[src/rtl/proc_dpath_muldiv_iter.sv]
// Iterative RV32M multiply/divide unit for the X stage: shift-add MUL and restoring
// division, fixed NBITS-cycle latency, val/rdy request/response with squash.
module proc_dpath_muldiv_iter #(
  parameter int NBITS = 32
) (
  input  logic             clk,
  input  logic             reset,
  input  logic             req_val,
  output logic             req_rdy,
  input  logic [2:0]       req_fn,
  input  logic [NBITS-1:0] req_in0,
  input  logic [NBITS-1:0] req_in1,
  input  logic             squash,
  output logic             resp_val,
  input  logic             resp_rdy,
  output logic [NBITS-1:0] resp_result
);

  localparam int CW = $clog2(NBITS + 1);
  localparam logic [2:0] FN_MUL  = 3'd0;
  localparam logic [2:0] FN_DIV  = 3'd1;
  localparam logic [2:0] FN_DIVU = 3'd2;
  localparam logic [2:0] FN_REM  = 3'd3;
  localparam logic [2:0] FN_REMU = 3'd4;

  typedef enum logic [1:0] {IDLE, CALC, DONE} state_t;

  state_t           state_q, state_d;
  logic [CW-1:0]    cnt_q;
  logic [2:0]       fn_q;
  logic [NBITS-1:0] a_q;     // MUL: shifting multiplicand; DIV: dividend in / quotient out
  logic [NBITS-1:0] b_q;     // MUL: shifting multiplier;   DIV: divisor magnitude
  logic [NBITS-1:0] in0_q;
  logic [NBITS:0]   acc_q;   // MUL: product accumulator;   DIV: partial remainder
  logic             neg_quo_q, neg_rem_q;
  logic             fire;

  // Signed ops work on magnitudes; the sign fix-up is applied on the way out.
  logic             sgn_in;
  logic [NBITS-1:0] abs0, abs1;
  assign sgn_in = (req_fn == FN_DIV) || (req_fn == FN_REM);
  assign abs0   = (sgn_in && req_in0[NBITS-1]) ? -req_in0 : req_in0;
  assign abs1   = (sgn_in && req_in1[NBITS-1]) ? -req_in1 : req_in1;

  logic [NBITS:0]   rem_sh;
  logic             rem_ge;
  assign rem_sh = {acc_q[NBITS-1:0], a_q[NBITS-1]};
  assign rem_ge = rem_sh >= {1'b0, b_q};

  always_ff @(posedge clk or negedge reset) begin
    if (!reset) state_q <= IDLE;
    else        state_q <= state_d;
  end

  always_comb begin
    state_d  = state_q;
    req_rdy  = 1'b0;
    resp_val = 1'b0;
    case (state_q)
      IDLE: begin
        req_rdy = reset && !squash;
        if (req_val && req_rdy) state_d = CALC;
      end
      CALC: begin
        if (squash)                  state_d = IDLE;
        else if (cnt_q == CW'(1))    state_d = DONE;
      end
      DONE: begin
        // A squashed result must never look like a completed transfer.
        resp_val = !squash;
        if (squash || resp_rdy) state_d = IDLE;
      end
      default: state_d = IDLE;
    endcase
  end

  assign fire = req_val && req_rdy;

  always_ff @(posedge clk or negedge reset) begin
    if (!reset) begin
      cnt_q     <= '0;
      fn_q      <= '0;
      a_q       <= '0;
      b_q       <= '0;
      in0_q     <= '0;
      acc_q     <= '0;
      neg_quo_q <= 1'b0;
      neg_rem_q <= 1'b0;
    end else if (fire) begin
      cnt_q     <= CW'(NBITS);
      fn_q      <= req_fn;
      a_q       <= abs0;
      b_q       <= abs1;
      in0_q     <= req_in0;
      acc_q     <= '0;
      neg_quo_q <= sgn_in && (req_in0[NBITS-1] ^ req_in1[NBITS-1]);
      neg_rem_q <= sgn_in && req_in0[NBITS-1];
    end else if (state_q == CALC) begin
      cnt_q <= cnt_q - CW'(1);
      if (fn_q == FN_MUL) begin
        // Carry into acc_q[NBITS] is don't-care; only the low NBITS are returned.
        acc_q <= acc_q + {1'b0, {NBITS{b_q[0]}} & a_q};
        a_q   <= a_q << 1;
        b_q   <= b_q >> 1;
      end else begin
        acc_q <= rem_ge ? (rem_sh - {1'b0, b_q}) : rem_sh;
        a_q   <= {a_q[NBITS-2:0], rem_ge};
      end
    end
  end

  logic             div0;
  logic [NBITS-1:0] rem_mag, res;
  assign div0    = (b_q == '0);
  assign rem_mag = acc_q[NBITS-1:0];

  always_comb begin
    res = '0;
    case (fn_q)
      FN_MUL:          res = acc_q[NBITS-1:0];
      FN_DIV, FN_DIVU: res = div0 ? '1 : (neg_quo_q ? -a_q : a_q);
      FN_REM, FN_REMU: res = div0 ? in0_q : (neg_rem_q ? -rem_mag : rem_mag);
      default:         res = '0;
    endcase
    resp_result = (state_q == DONE) ? res : '0;
  end

endmodule

[config.mk]
export PLATFORM = sky130hd
export DESIGN_NAME = proc_dpath_muldiv_iter
export DESIGN_NICKNAME = d
export VERILOG_FILES = /design/src/rtl/proc_dpath_muldiv_iter.sv
export SDC_FILE = /design/constraint.sdc
export NUM_CORES = 1
export LEC_CHECK = 0
export BUFFER_PORTS_ARGS = -buffer_cell sky130_fd_sc_hd__buf_4
export CORE_MARGIN = 4
export CORE_UTILIZATION = 60
export DETAILED_ROUTE_END_ITERATION = 6
export PLACE_DENSITY_LB_ADDON = 0.12
export SETUP_SLACK_MARGIN = 0.15
export SKIP_CTS_REPAIR_TIMING = 1
export SYNTH_ARGS = -nofsm -noshare
export SYNTH_HDL_FRONTEND = slang
export SYNTH_SLANG_ARGS = --single-unit
[constraint.sdc]
create_clock -name clk -period 10.2 [get_ports clk]
set_input_delay 2.04 -clock clk [delete_from_list [all_inputs] [get_ports clk]]
set_output_delay 2.04 -clock clk [all_outputs]
set_load 0.02 [all_outputs]
=== After elaboration in Yosys (flattened, before gate mapping) ===
Cells that the tools add are included.

* Add/subtract/negate cells: 7
* Order comparisons: 1
* Equal/unequal tests: 12
* Mux-type cells: 27
* Bitwise operators: 2
* Reduce and logical (&&, ||, !) cells: 18

{| class="wikitable"
|+ Operator list
! kind !! count
|-
| two-way mux 32 bit || 12
|-
| two-way mux 33 bit || 4
|-
| negation 32 bit || 4
|-
| one-hot mux 32 bit (3 select lines) || 1
|-
| adder 33 x 32 -> 33 bit || 1
|-
| >= comparator 33 x 32 -> 1 bit || 1
|-
| subtractor 33 x 32 -> 33 bit || 1
|-
| AND 32 bit || 1
|-
| logical NOT 32 bit || 1
|-
| two-way mux 6 bit || 2
|-
| == test 3 x 2 -> 1 bit, second input constant || 3
|-
| two-way mux 2 bit || 4
|-
| == test 3 x 1 -> 1 bit, second input constant || 2
|-
| == test 6 x 1 -> 1 bit, second input constant || 1
|-
| logical AND 1 bit || 6
|-
| one-hot mux 2 bit (3 select lines) || 1
|-
| subtractor 6 x 1 -> 6 bit, second input constant || 1
|-
| != test 2 bit, second input constant || 2
|-
| nonzero test 2 bit || 2
|-
| OR reduction 2 bit || 2
|-
| == test 3 bit, second input constant || 1
|-
| logical NOT 3 bit || 1
|-
| two-way mux 1 bit || 3
|-
| != test 3 bit, second input constant || 1
|-
| 8 further kinds || 9
|}

* Register bits: 142
* Logic and storage cells: 76

=== Longest topological paths before layout ===
Gate-level depths: netlist of the first run.

* Depth in word-level cells: 6
* Depth in mapped cells: 15
* Gate-level depth less buffers: 14

=== Worst setup path after synthesis of the first run ===
OpenSTA, ideal clock, no wires.

* Kind: flip-flop to output port
* From: reg a_q[11]
* To: out resp_result[24]
* Data arrival time: 3.102 ns
* Data required time: 8.160 ns
* Slack: 5.058 ns
* Cell stages (with the launch flop): 11
* Buffers on the path: 1
* Path through: dfrtp_1 > buf_6 > or4_4 > or4_4 > or2_1 > or4_4 > or2_4 > o21ai_2 > xnor2_1 > o21ai_1 > a31oi_1

* Word-level cells in the longest chain between the ends: 5

{| class="wikitable"
|+ Ends and longest elaborated chain
! what !! RTL line !! RTL
|-
| start: declaration || 31 || <nowiki>logic [NBITS-1:0] a_q;</nowiki>
|-
| start signal: assignment || 92 || <nowiki>a_q <= abs0;</nowiki>
|-
| start signal: assignment || 103 || <nowiki>a_q <= a_q << 1;</nowiki>
|-
| start signal: assignment || 107 || <nowiki>a_q <= {a_q[NBITS-2:0], rem_ge};</nowiki>
|-
| negation 32 bit || 121 || <nowiki>FN_DIV, FN_DIVU: res = div0 ? '1 : (neg_quo_q ? -a_q : a_q);</nowiki>
|-
| two-way mux 32 bit (2 in series) || 121 ||
|-
| one-hot mux 32 bit (3 select lines) || 119 || <nowiki>case (fn_q)</nowiki>
|-
| two-way mux 32 bit || 125 || <nowiki>resp_result = (state_q == DONE) ? res : '0;</nowiki>
|-
| end: declaration || 16 || <nowiki>output logic [NBITS-1:0] resp_result</nowiki>
|}

Every way passes these cells.

=== Worst setup path in the final report of the first run ===
* From: reg acc_q[5]
* To: out resp_result[31]

* Word-level cells in the longest chain between the ends: 5

{| class="wikitable"
|+ Ends and longest elaborated chain
! what !! RTL line !! RTL
|-
| start: declaration || 34 || <nowiki>logic [NBITS:0] acc_q;</nowiki>
|-
| start signal: assignment || 102 || <nowiki>acc_q <= acc_q + {1'b0, {NBITS{b_q[0]}} & a_q};</nowiki>
|-
| start signal: assignment || 106 || <nowiki>acc_q <= rem_ge ? (rem_sh - {1'b0, b_q}) : rem_sh;</nowiki>
|-
| negation 32 bit || 122 || <nowiki>FN_REM, FN_REMU: res = div0 ? in0_q : (neg_rem_q ? -rem_mag : rem_mag);</nowiki>
|-
| two-way mux 32 bit (2 in series) || 122 ||
|-
| one-hot mux 32 bit (3 select lines) || 119 ||
|-
| two-way mux 32 bit || 125 ||
|}

Every way passes these cells.

==> impl_metrics.py, run 1 <==
metrics = {
    "status": {
        "outcome": "finished clean",
    },
    "cells_and_area": {
        "regArea_um2": 3530,
        "fillCellCount": 1952,
        "multi_input_area_um2": 9450,
        "final_cell_mix": "nand2_1, nor2_1, dfrtp_1",
        "layout_commonest_cell": "nand2_1",
        "nets": 2039,
        "fin_util_pct": 68.2,
        "syn_to_final_growth_pct": 10.6,
        "stdcell_count": 2189,
        "drive_gt1_share_pct": 10.0,
        "stdcell_area_um2": 15100,
    },
    "routing": {
        "wirelength_um": 43000,
        "drtPass1Iterations": 6,
        "drc": 0,
        "ant_nets": 0,
        "dr_total_vias": 14300,
        "viasPerCell": 6.51,
        "first_iter_violations": 1594,
        "wire_per_inst_um": 19.6,
    },
    "yosys": {
        "synth_top_area_cell": "dfrtp_1",
        "synth_cell_types": 70,
        "synth_edf_count": 0,
        "ys_top_cells_by_area": "dfrtp_1, nand2_1, ha_1",
        "syn_inst": 1868,
        "avgSynthCellArea_um2": 7.29,
        "synth_nets": 2012,
        "async_flop_share_pct": 100,
        "ys_warn_count": 0,
        "ys_seq_elements": 141,
        "synth_top_area_share_pct": 25.9,
        "synth-seq-area-share_pct": 25.9,
        "syn_area_um2": 13600,
        "synth_flop_cell": "dfrtp_1",
    },
    "floorplanning": {
        "rows": 54,
        "die_h_um": 159,
        "start_util_pct": 61.7,
        "die-area_um2": 25200,
        "fp.dieW_um": 159,
        "ios": 106,
        "core_um2": 22100,
    },
    "placement": {
        "dpl.cell_count": 2156,
        "placed_cell_area_um2": 14500,
        "hpwl_um": 31400,
        "portBuffers": 105,
        "place.gp.congestion": 0.973,
    },
    "critical_path": {
        "setup.worst_path.start_class": "flip-flop",
        "rr_worst_depth": 13,
        "path_common_cell": "or3_1",
        "path_class": "reg2out",
        "cp.arrival_ns": 3.93,
        "worstPathRequired_ns": 8.16,
        "max_stage_delay_ns": 0.57,
        "cp_cell_sequence": "or4_1 > or3_1 > nor3_1 > nand4_1 > or3_1 > o31ai_1 > nor2b_1 > o21ai_0 > a31oi_1 > buf_4",
        "crit_path_top_delay_cell": "or4_1",
        "crit_fanout": 8,
        "crit_path_end_kind": "output pin",
    },
    "timing": {
        "min_period_over_period_pct": 58.5,
        "tns_ns": 0,
        "setup_viol": 0,
        "max_freq_ghz": 0.168,
        "drv_slew": 0,
        "maxSlewHeadroom_pct": 20.4,
        "skew_ns": 0.0122,
        "finalCriticalPeriod_ns": 5.97,
        "worst_pin_slew_ns": 1.19,
        "rsz0062_at_grt": "no",
        "hold_viol_final": 0,
    },
    "clock_tree": {
        "cts_tree": "done",
        "cts_root_buf": "clkbuf_16",
        "cts_buffers": 17,
        "clk_path_buf_depth": 2,
        "htree_levels": 4,
        "path_clk_slew_ns": 0.07,
        "cts.sinks": 141,
        "clock_latency_ns": 0.44,
    },
    "grt": {
        "grt_start_max_net_pins": 93,
        "grt_pass1_wl_um": 69100,
        "grt_pass1_vias": 13400,
        "overflow": 0,
        "track_usage_pct": 32.8,
        "antenna_found_initial": 0,
    },
    "pwr": {
        "ir_worst_vdd_uv": 164,
        "power_density_nw_per_um2": 278,
        "power.total_uw": 4190,
        "leakage_uw": 0.00669,
    },
    "job": {
        "drv_cap": 0,
    },
    "worst_hold_path": {
        "hold_depth": 2,
        "min_path_type": "reg2reg",
    },
}
-- kinds of logic after synthesis --
group | after synthesis | share of synthesized area (%)
compound gates | 555 | 26.8
xor+xnor | 154 | 9.90
fa+ha+maj | 72 | 6.72
buf+inv | 180 | 5.04
flops | 141 | 25.9
mux | 9 | 0.679
simple gates | 757 | 25.0
-- worst paths after layout --
path,start,to,slack [ns]
max,acc_q[5],resp_result[31],4.23
min,in0_q[17],in0_q[17],0.48
max reg2reg,b_q[0],acc_q[31],5.54
min reg2reg,in0_q[17],in0_q[17],0.48
max in group asynchronous,reset,in0_q[10],6.84
min in group asynchronous,reset,b_q[6],1.51
-- state kept, by name, summed over array words and instances (netlist names), 2 cells and up --
signal,flops
b_q,32
a_q,32
acc_q,32
in0_q,32
cnt_q,6
state_q,2
fn_q,3
-- critical path, delay by kind of cell (launching register included) --
kind | cells | cell delay [ns]
compound gates | 3 | 0.58
buf+inv | 1 | 0.18
flops | 1 | 0.47
simple gates | 6 | 2.26
-- Yosys cell counts, types with 6 or more instances --
cell and n:
clkbuf_1 104, o31ai_1 49, dfrtp_1 141, xor2_1 71, o21bai_1 6, o41ai_1 11, and3_1 14, nor4_1 20
a22oi_1 7, ha_1 70, nand2_1 361, o21ai_0 129, a21oi_1 102, mux2i_1 7, buf_1 9, o21a_1 9
a211oi_1 36, inv_1 63, nand3_1 43, xnor2_1 83, nor3_1 21, a222oi_1 10, or4_1 8, and2_1 39
nor2_1 155, or3_1 27, nand2b_1 15, nand4_1 14, a22o_1 9, o211ai_1 20, or2_2 7, nor2b_1 20
a31oi_1 70, a21o_1 33, o22ai_1 6
-- final cells by class --
type	instances	share of cell area, %
timing repair buffer	125	6.25
sequential	141	23.4
antenna	1	0.0166
tap	280	2.32
inverter	63	1.57
multi-input combinational	1547	62.7
clock inverter	14	0.813
clock buffer	18	2.91
-- through the flow --
stage          hold WS [ns]  worst slack (ns)
3_3_place_gp          0.461              4.89
2_1_floorplan         0.445              5.06
4_1_cts               0.478              4.30
5_1_grt               0.493              3.99
3_5_place_dp          0.463              4.76
6_report              0.477              4.23
-- routing by layer --
layer  GRT usage (%)  part of all wire, %  vias to the layer above
li1                -                    -                     6735
met1            45.4                   43                     6764
met2            52.7                   46                      651
met3            5.42                  8.0                      101
met4            11.1                  3.1                        0
met5               0                    0                        -
-- report_power, final --
part	total [uW]	internal (uW)	switching (uW)
sequential	1130	754	377
combinational	2440	1020	1420
clock	619	327	292
total	4190	2100	2090
(Power assumes the default switching activity.)
==> run 2: changes to the inputs <==
--- a/config.mk
+++ b/config.mk
@@ -5,6 +5,7 @@
 export SDC_FILE = /design/constraint.sdc
 export NUM_CORES = 1
 export LEC_CHECK = 0
+export ABC_AREA = 1
 export BUFFER_PORTS_ARGS = -buffer_cell sky130_fd_sc_hd__buf_4
 export CORE_MARGIN = 4
 export CORE_UTILIZATION = 60
==> constraint.sdc (replaced) <==
create_clock -name clk -period 5.5 [get_ports clk]
set_input_delay 1.1 -clock clk [delete_from_list [all_inputs] [get_ports clk]]
set_output_delay 1.1 -clock clk [all_outputs]
set_load 0.02 [all_outputs]
==> impl_metrics.py, run 2 <==
metrics = {
    "status": {
        "outcome": "finished with violations",
        "violations": "design-rule violations",
    },
    "floorplanning": {
        "rows": 60,
        "die_h_um": 174,
        "ios": 106,
        "start_util_pct": 61.1,
        "fp.dieW_um": 174,
        "core_um2": 27000,
        "die-area_um2": 30200,
    },
    "critical_path": {
        "rrSetupSlack_ns": 2.01,
        "path_class": "reg2out",
        "crit_path_end_kind": "output pin",
        "worstPathRequired_ns": 4.40,
        "setup.worst_path.start_class": "flip-flop",
        "cp.arrival_ns": 2.97,
        "crit_fanout": 7,
        "worstReg2RegEnd": "acc_q[16]",
        "r2r-start": "acc_q[12]",
        "rr_worst_depth": 14,
    },
    "timing": {
        "finalCriticalPeriod_ns": 4.07,
        "maxSlewHeadroom_pct": 35.1,
        "drv_slew": 0,
        "worst_hold_slack_ns": 0.496,
        "tns_ns": 0,
        "setup_viol": 0,
        "fin_ws_ns": 1.43,
        "max_freq_ghz": 0.246,
        "hold_viol_final": 0,
        "skew_ns": 0.0192,
        "rsz0062_at_grt": "no",
        "worst_pin_slew_ns": 0.974,
        "min_period_over_period_pct": 74.0,
    },
    "cells_and_area": {
        "final_cell_mix": "nand2_1, inv_1, nor2_1",
        "antennaDiodeCount": 0,
        "nets": 3111,
        "layout_commonest_cell": "nand2_1",
        "drive_gt1_share_pct": 7.25,
        "syn_to_final_growth_pct": 9.25,
        "fillCellCount": 2499,
    },
    "clock_tree": {
        "path_clk_slew_ns": 0.07,
        "clock_latency_ns": 0.46,
        "htree_levels": 4,
        "cts_root_buf": "clkbuf_16",
        "cts_buffers": 17,
        "cts.sinks": 141,
        "cts_tree": "done",
        "clk_path_buf_depth": 2,
    },
    "grt": {
        "grt_pass1_wl_um": 101000,
        "met3_usage_pct": 8.59,
        "busiest_layer": "met2",
        "overflow": 0,
        "grt_pass1_vias": 18500,
        "grt_start_max_net_pins": 116,
        "grtUsageMet1_pct": 58.9,
        "antenna_found_initial": 1,
        "track_usage_pct": 41.6,
        "grt_use_met2_pct": 61.2,
    },
    "yosys": {
        "synth_edf_count": 0,
        "synth-seq-area-share_pct": 21.4,
        "synth_most_common_cell": "nand2_1",
        "synth_top_area_share_pct": 21.4,
        "ys_warn_count": 0,
        "synth_cell_types": 49,
        "avgSynthCellArea_um2": 5.64,
        "ys_seq_elements": 141,
        "syn_inst": 2922,
        "async_flop_share_pct": 100,
        "synth_top_area_cell": "dfrtp_1",
        "synth_nets": 3066,
        "ys_top_cells_by_area": "dfrtp_1, nand2_1, inv_1",
        "synth_flop_cell": "dfrtp_1",
        "synth_top_cells_by_count": "nand2_1, inv_1, nor2_1, nand3_1, o21ai_0",
        "syn_area_um2": 16500,
    },
    "routing": {
        "drc": 7,
        "viasPerCell": 6.15,
        "dr_total_vias": 20400,
        "first_iter_violations": 3369,
        "ant_nets": 0,
        "wire_per_inst_um": 19.6,
        "drtPass1Iterations": 7,
        "wirelength_um": 64900,
    },
    "placement": {
        "portBuffers": 105,
        "hpwl_um": 49500,
        "place_ws_ns": 1.99,
        "place.gp.congestion": 1.03,
    },
    "pwr": {
        "leakage_uw": 0.00989,
        "power_density_nw_per_um2": 555,
        "ir_worst_vdd_uv": 334,
    },
    "worst_hold_path": {
        "min_path_type": "in2async",
    },
    "job": {
        "drv_cap": 0,
    },
}
run 2: cell types whose count changed after synthesis, sizes merged, moves of 35 or more:
cell	before	now
a21oi	102	137
nor2	155	333
o31ai	49	2
xnor2	83	4
clkbuf	104	67
nand3	43	266
inv	63	460
a211oi	36	0
nand2	361	918
o21ai	136	257
and2	39	1
a31oi	70	1
run 2: per-stage QoR:
stage	instances	total power, uW	instance area [um2]	utilization [%]
floorplan	2922	6480	16500	-
global placement	3289	8340	17400	64.6
detailed placement	3289	8460	17400	64.6
CTS	3321	9680	18000	66.8
global route	3321	10700	18000	66.8
finish	3321	9990	18000	66.8
run 2: final cells by class:
type	count	area, um2	share of cell area (%)
clock buffer	18	429	2.39
clock inverter	14	146	0.814
inverter	462	1730	9.64
multi-input combinational	2225	10800	60.1
sequential	141	3530	19.6
tap	341	427	2.37
timing repair buffer	120	917	5.10
run 2: kinds of logic after synthesis:
| kind of cell | after synthesis | synth area share [%] |
|---|---|---|
| and+or+nand+nor | 1631 | 41.5 |
| buffers and inverters | 556 | 13.0 |
| AOI/OAI and AO/OA | 468 | 15.6 |
| DFF | 141 | 21.4 |
| adders and majority gates | 72 | 5.56 |
| xor gates and xnor gates | 54 | 2.87 |
run 2: report_power, final:
part	leakage, uW	internal, uW	switching (uW)	total (uW)
logic	0.00788	2060	4590	6650
clock network	0.000277	639	538	1180
registers	0.00174	1430	731	2160
total	0.00989	4130	5860	9990
run 2: worst max-delay path by stage:
stage,from,end
3_5_place_dp,req_fn[0],b_q[24]
5_1_grt,a_q[0],resp_result[20]
2_1_floorplan,acc_q[1],resp_result[18]
3_3_place_gp,neg_rem_q,resp_result[2]
6_report,a_q[0],resp_result[20]
4_1_cts,a_q[0],resp_result[20]
run 2: routing by layer:
metal | wire length [um] | share of wire [%] | vias to the layer above
met5 | 13 | 0.020 | -
met4 | 3570 | 5.5 | 2
met3 | 8810 | 14 | 252
met2 | 26800 | 41 | 1611
met1 | 25800 | 40 | 9166
li1 | - | - | 9389
run 2: worst max-delay path, cell delays in order, from the launching register on:
cell and delay, ns:
dfrtp_1 0.40, inv_1 0.15, ha_1 0.19, nand3_1 0.19, nor2_2 0.31, nand2_1 0.21
nor2_1 0.17, nand3_1 0.13, nand3_1 0.10, nand2_1 0.05, o21ai_1 0.19, nand3_1 0.16
nand2_1 0.09, inv_1 0.04, buf_4 0.15
